===== src/rtl/alu_arb_pkg.sv =====
// Shared opcode, state and helper definitions for the ALU arbiter.
// Illegal-opcode trapping is enabled by defining ALU_ARB_ILLEGAL_OP_EN.
package alu_arb_pkg;

    localparam logic [3:0] ALU_ADD  = 4'b0000;
    localparam logic [3:0] ALU_SUB  = 4'b0001;
    localparam logic [3:0] ALU_SLT  = 4'b0010;
    localparam logic [3:0] ALU_SLTU = 4'b0011;
    localparam logic [3:0] ALU_SLL  = 4'b0100;
    localparam logic [3:0] ALU_SRL  = 4'b0101;
    localparam logic [3:0] ALU_SRA  = 4'b0110;
    localparam logic [3:0] ALU_XOR  = 4'b0111;
    localparam logic [3:0] ALU_OR   = 4'b1000;
    localparam logic [3:0] ALU_AND  = 4'b1001;

    localparam logic [3:0] ALU_OP_LAST = 4'b1001;

    typedef enum logic [1:0] {
        ST_IDLE = 2'b00,
        ST_EXEC = 2'b01,
        ST_RESP = 2'b10
    } arb_state_t;

    // Opcodes above ALU_OP_LAST have no ALU meaning.
    function automatic logic op_is_legal(input logic [3:0] op);
        return (op <= ALU_OP_LAST);
    endfunction

endpackage


===== src/rtl/alu_arbiter_rr_picker.sv =====
// Combinational round-robin picker: first set request strictly after i_ptr, with wrap.
module rr_picker #(
    parameter int unsigned NUM_REQ = 4,
    parameter int unsigned IDX_W   = (NUM_REQ > 1) ? $clog2(NUM_REQ) : 1
) (
    input  logic [NUM_REQ-1:0] i_req,
    input  logic [IDX_W-1:0]   i_ptr,
    output logic [NUM_REQ-1:0] o_grant,
    output logic [IDX_W-1:0]   o_idx,
    output logic               o_any
);

    logic [IDX_W:0]   w_sum;
    logic [IDX_W-1:0] w_cand;

    // Walk ptr+1 .. ptr+NUM_REQ; the first hit wins, so ptr itself is checked last.
    always_comb begin
        o_grant = '0;
        o_idx   = '0;
        o_any   = 1'b0;
        w_sum   = '0;
        w_cand  = '0;
        for (int unsigned k = 1; k <= NUM_REQ; k++) begin
            w_sum = {1'b0, i_ptr} + (IDX_W+1)'(k);
            if (w_sum >= (IDX_W+1)'(NUM_REQ)) begin
                w_sum = w_sum - (IDX_W+1)'(NUM_REQ);
            end
            w_cand = w_sum[IDX_W-1:0];
            if (!o_any && i_req[w_cand]) begin
                o_any          = 1'b1;
                o_idx          = w_cand;
                o_grant[w_cand] = 1'b1;
            end
        end
    end

endmodule


===== src/rtl/alu_arbiter.sv =====
// Round-robin arbiter/sequencer sharing one combinational ALU among NUM_REQ requesters.
// Define ALU_ARB_ILLEGAL_OP_EN to trap illegal opcodes and add the rsp_err output.
module alu_arbiter
    import alu_arb_pkg::*;
#(
    parameter int unsigned NUM_REQ = 4,
    parameter int unsigned XLEN    = 32
) (
    input  logic                    clk,
    input  logic                    rst_n,
    input  logic [NUM_REQ-1:0]      req_valid,
    output logic [NUM_REQ-1:0]      req_ready,
    input  logic [4*NUM_REQ-1:0]    req_op,
    input  logic [XLEN*NUM_REQ-1:0] req_a,
    input  logic [XLEN*NUM_REQ-1:0] req_b,
    output logic [NUM_REQ-1:0]      rsp_valid,
    input  logic [NUM_REQ-1:0]      rsp_ready,
    output logic [XLEN-1:0]         rsp_data,
    output logic [3:0]              alu_op,
    output logic [XLEN-1:0]         alu_a,
    output logic [XLEN-1:0]         alu_b,
    input  logic [XLEN-1:0]         alu_res
`ifdef ALU_ARB_ILLEGAL_OP_EN
    ,
    output logic                    rsp_err
`endif
);

    localparam int unsigned IDX_W = (NUM_REQ > 1) ? $clog2(NUM_REQ) : 1;

    arb_state_t         r_state;
    logic [IDX_W-1:0]   r_ptr;
    logic [IDX_W-1:0]   r_gnt;
    logic [NUM_REQ-1:0] r_rsp_valid;
    logic [XLEN-1:0]    r_rsp_data;
    logic [3:0]         r_alu_op;
    logic [XLEN-1:0]    r_alu_a;
    logic [XLEN-1:0]    r_alu_b;
`ifdef ALU_ARB_ILLEGAL_OP_EN
    logic               r_illegal;
    logic               r_rsp_err;
`endif

    logic [NUM_REQ-1:0] w_grant;
    logic [IDX_W-1:0]   w_idx;
    logic               w_any;
    logic               w_accept;
    logic [3:0]         w_op;
    logic [XLEN-1:0]    w_a;
    logic [XLEN-1:0]    w_b;

    rr_picker #(
        .NUM_REQ (NUM_REQ),
        .IDX_W   (IDX_W)
    ) u_picker (
        .i_req   (req_valid),
        .i_ptr   (r_ptr),
        .o_grant (w_grant),
        .o_idx   (w_idx),
        .o_any   (w_any)
    );

    assign w_accept = (r_state == ST_IDLE) && w_any;

    // Handshake must answer in the request cycle; held low while reset is asserted.
    assign req_ready = (w_accept && rst_n) ? w_grant : '0;

    // Select the winner's opcode and operands.
    always_comb begin
        w_op = '0;
        w_a  = '0;
        w_b  = '0;
        for (int unsigned i = 0; i < NUM_REQ; i++) begin
            if (w_idx == IDX_W'(i)) begin
                w_op = req_op[4*i +: 4];
                w_a  = req_a[XLEN*i +: XLEN];
                w_b  = req_b[XLEN*i +: XLEN];
            end
        end
    end

    always_ff @(posedge clk or negedge rst_n) begin
        if (!rst_n) begin
            r_state     <= ST_IDLE;
            r_ptr       <= IDX_W'(NUM_REQ - 1);
            r_gnt       <= '0;
            r_rsp_valid <= '0;
            r_rsp_data  <= '0;
            r_alu_op    <= '0;
            r_alu_a     <= '0;
            r_alu_b     <= '0;
`ifdef ALU_ARB_ILLEGAL_OP_EN
            r_illegal   <= 1'b0;
            r_rsp_err   <= 1'b0;
`endif
        end else begin
            case (r_state)
                ST_IDLE: begin
                    if (w_accept) begin
                        r_gnt   <= w_idx;
                        r_ptr   <= w_idx;
                        r_state <= ST_EXEC;
`ifdef ALU_ARB_ILLEGAL_OP_EN
                        // Illegal opcodes never reach the ALU pins.
                        r_illegal <= !op_is_legal(w_op);
                        if (op_is_legal(w_op)) begin
                            r_alu_op <= w_op;
                            r_alu_a  <= w_a;
                            r_alu_b  <= w_b;
                        end
`else
                        r_alu_op <= w_op;
                        r_alu_a  <= w_a;
                        r_alu_b  <= w_b;
`endif
                    end
                end
                ST_EXEC: begin
`ifdef ALU_ARB_ILLEGAL_OP_EN
                    r_rsp_data <= r_illegal ? '0 : alu_res;
                    r_rsp_err  <= r_illegal;
`else
                    r_rsp_data <= alu_res;
`endif
                    r_rsp_valid <= NUM_REQ'(1) << r_gnt;
                    r_state     <= ST_RESP;
                end
                ST_RESP: begin
                    if (rsp_ready[r_gnt]) begin
                        r_rsp_valid <= '0;
                        r_state     <= ST_IDLE;
                    end
                end
                default: begin
                    r_state <= ST_IDLE;
                end
            endcase
        end
    end

    assign rsp_valid = r_rsp_valid;
    assign rsp_data  = r_rsp_data;
    assign alu_op    = r_alu_op;
    assign alu_a     = r_alu_a;
    assign alu_b     = r_alu_b;
`ifdef ALU_ARB_ILLEGAL_OP_EN
    assign rsp_err   = r_rsp_err;
`endif

endmodule


===== config.mk =====
export PLATFORM = sky130hd
export DESIGN_NAME = alu_arbiter
export DESIGN_NICKNAME = d
export VERILOG_FILES = /design/src/rtl/alu_arb_pkg.sv /design/src/rtl/alu_arbiter_rr_picker.sv /design/src/rtl/alu_arbiter.sv
export SDC_FILE = /design/constraint.sdc
export NUM_CORES = 1
export LEC_CHECK = 0
export BUFFER_PORTS_ARGS = -buffer_cell sky130_fd_sc_hd__buf_2
export CAP_MARGIN = 20
export CELL_PAD_IN_SITES_DETAIL_PLACEMENT = 1
export CELL_PAD_IN_SITES_GLOBAL_PLACEMENT = 2
export CORE_AREA = 2 2 162 164
export CTS_BUF_LIST = sky130_fd_sc_hd__clkbuf_4
export DETAILED_ROUTE_END_ITERATION = 8
export DIE_AREA = 0 0 164 166
export PLACE_DENSITY = 0.87
export SYNTH_ARGS = -nofsm -noshare
export SYNTH_HDL_FRONTEND = slang
export SYNTH_HIERARCHICAL = 1
export SYNTH_SLANG_ARGS = --single-unit

===== constraint.sdc =====
create_clock -name clk -period 8.8 [get_ports clk]
set_input_delay 0.44 -clock clk [delete_from_list [all_inputs] [get_ports clk]]
set_output_delay 0.44 -clock clk [all_outputs]
set_load 0.005 [all_outputs]

==> flow_summary.toml <==
[timing]
relSlewSlack_pct = 40.3
tightestPinTransition_ps = 896
hold_viol = 0
layout_min_cycle_time_ps = 4700
slew_violations = 0
clock_skew_ps = 21.3
rsz0062_at_grt = "false"
setup_viol = 0
layout_setup_ws_ps = 4100
setup_tns_ps = 0
max_freq_ghz = 0.213
whs_ps = 156
period_share_pct = 53.4

[die]
rows = 59
dieArea_um2 = 27200
dieWidth_um = 164
start_util_pct = 25.4
core_area_um2 = 25600
ioPinCount = 422
dieHeight_um = 166

[critical_path]
critPathArrivalTime_ps = 5070
r2r_cells = 10
r2r-end = "alu_a[28]$_DFFE_PN0P_"
cp-start-kind = "flop"
r2r_slack_ps = 4100
path_max_fanout = 45
reg2reg_from = "r_ptr[0]$_DFFE_PN1P_"
end_kind = "flop"
crit_required_ps = 9170
crit_type = "flop to flop"

[yosys]
yosysTopAreaCell = "dfrtp_1"
yosysWarnings = 6
yosys-top-cells-area = "dfrtp_1 42%, mux4_2 24%, mux2_2 18%, buf_6 2.1%, ha_1 1.5%"
ys_seq_elements = 110
netlist_instances = 429
postSynthAreaPerCell_um2 = 15.2
syn-num-nets = 751
synth_top_cell_area_share_pct = 41.6
ys_types = 43
syn_area_um2 = 6500
ys_seq_area_share_pct = 42.4

[cells_and_area]
stdcell_area_um2 = 9000
synthToLayoutAreaGrowth_pct = 38.5
fin_cells = 1178
fillers = 2904
drive_above_1_share_pct = 74.9
final_core_util_pct = 35.2
final_nets = 1154

[worst_hold_path]
hp-start = "alu_res[18]"
hold_end = "rsp_data[18]$_DFFE_PN0P_"
hold_path_class = "input port to flop"
whs_path_depth = 2

[detailed_routing]
vias_per_cell = 4.87
wl_um = 25900
ant_nets = 0
drc = 0
vias = 5732
drt-wirelength-per-cell_um = 22.0
dr.pass1.iters = 4
drt_iter0_drc = 314

[cts]
cts.sinks = 110
clockBufferDepth = 2
h-tree-depth = 3
cts_setup_buffers = 0
cts_tree = "yes"
clk_latency_ps = 480
cts_root_buf = "clkbuf_4"
clkTransAtPathRegs_ps = 210
ctsResizeCount = 0
cts-buffers-inserted = 9

[placed_design]
pre_cts_slack_ps = 4040
place.gp.congestion = 0.854
placedInstanceArea_um2 = 8860
placed_cells = 1155
portBuffers = 421
hpwl_um = 20900

[status]
status = "finished, final reports clean"

[global_routing]
grt_pass1_vias = 6401
antenna_found_initial = 11
grt_max_degree = 68
use_met3_pct = 6.72
use_met1_pct = 22.6
grt_busiest_layer = "met2"
met2_usage_pct = 32.0
grt_usage_pct = 19.2
grt_pass1_wl_um = 39200
grt-ovfl-total = 0

[power]
ir_worst_vdd_uv = 157
power.density_nw_per_um2 = 349
power.total_mw = 3.14
power.leakage_nw = 4.20

[run]
drv_cap = 0
## Yosys cell counts
cell type / number
nand2b_1: 3
clkinv_1: 1
a211oi_1: 3
a31oi_1: 5
a21oi_1: 7
nor4bb_1: 1
buf_4: 5
and3_1: 4
mux2i_1: 6
a2111o_1: 4
dfrtp_1: 108
nor3b_1: 2
mux2_2: 104
nand3b_1: 1
o311ai_0: 1
and3b_1: 1
buf_2: 14
or3_1: 4
or3b_2: 1
nand4_1: 6
o31ai_1: 4
a22oi_1: 1
o221ai_1: 1
nor2_1: 6
inv_1: 8
a221oi_1: 1
nand2_1: 13
nor3b_2: 1
o21bai_1: 1
buf_1: 1
nor3_1: 1
dfstp_2: 2
buf_6: 12
o21ai_0: 2
mux4_2: 70
o211a_1: 1
a311o_1: 1
ha_1: 8
mux2_4: 1
nand3_1: 1
o22ai_1: 5
clkbuf_1: 6
nor2_2: 1
## worst max-delay path, cell delays in order (launching register included)
cell,delay [ps]
dfstp_2,860
inv_1,170
ha_1,460
a21oi_1,180
a211oi_1,70
a311o_1,370
a221oi_4,250
buf_4,460
buf_4,760
mux4_2,600
mux2_2,270
## logic make-up after synthesis
kind of cell,count (synthesis),share of synthesized area [%]
flip-flops,110,42.4
AO/OA/AOI/OAI,37,4.10
AND/OR/NAND/NOR,46,3.94
adder cells (fa/ha/maj),8,1.54
multiplexers,181,43.4
buffers and inverters,47,4.66
## layer usage
metal	share of wire (%)	wire, um	up-vias
li1	-	-	2508
met1	38	9770	2926
met2	51	13200	237
met3	8.2	2130	53
met4	2.8	728	8
met5	0.22	57	-
## how the worst max path moves through the flow
stage                          from                     to  slack [ps]  depth (start not counted)
6_report       r_ptr[0]$_DFFE_PN1P_  alu_a[28]$_DFFE_PN0P_        4100                         10
5_1_grt        r_ptr[0]$_DFFE_PN1P_  alu_a[28]$_DFFE_PN0P_        3660                         10
4_1_cts        r_ptr[0]$_DFFE_PN1P_  alu_a[28]$_DFFE_PN0P_        4000                         10
3_5_place_dp   r_ptr[0]$_DFFE_PN1P_  alu_a[24]$_DFFE_PN0P_        4040                         10
3_3_place_gp   r_ptr[0]$_DFFE_PN1P_  alu_a[22]$_DFFE_PN0P_        4160                         10
2_1_floorplan  r_ptr[0]$_DFFE_PN1P_   alu_b[0]$_DFFE_PN0P_        5290                         13
## cells in the final DEF, fill, tap and decap left out, drive strengths merged, types with 2 or more instances in the layout
master,instances
a2111o,4
a211oi,3
a21oi,7
a31oi,5
and3,4
buf,429
clkbuf,10
clkinvlp,3
dfrtp,108
dfstp,2
diode,7
ha,8
inv,10
mux2,105
mux2i,6
mux4,70
nand2,13
nand2b,3
nand4,6
nor2,7
nor3b,3
o21ai,2
o22ai,5
o31ai,4
or3,4
## flip-flops by register name (all words and copies together) (netlist names)
| signal | cells |
|---|---|
| r_ptr | 2 |
| alu_op | 4 |
| rsp_data | 32 |
| alu_a | 32 |
| rsp_valid | 4 |
| r_gnt | 2 |
| alu_b | 32 |
| r_state | 2 |
## layout make-up
cell class	instances	area, um^2	share of cell area, %
repair buffers	430	2180	24.2
inverters	9	33.8	0.375
well taps	335	419	4.65
multi-input cells	272	3480	38.7
flip-flops and latches	110	2760	30.6
diodes	7	17.5	0.195
clock buffers	10	75.1	0.834
clock inverters	5	42.5	0.472
## timing repair
action | 4_1_cts | 5_1_grt
hold endpoints to repair | 43 | 0
hold buffers | 1 | 0
setup endpoints to repair | 0 | 0
## report_power, final
| part | switching (mW) | internal [mW] |
|---|---|---|
| logic | 0.841 | 1.09 |
| clock network | 0.195 | 0.0627 |
| registers | 0.176 | 0.777 |
| total | 1.21 | 1.93 |
Power figures use the tool's default switching activity.
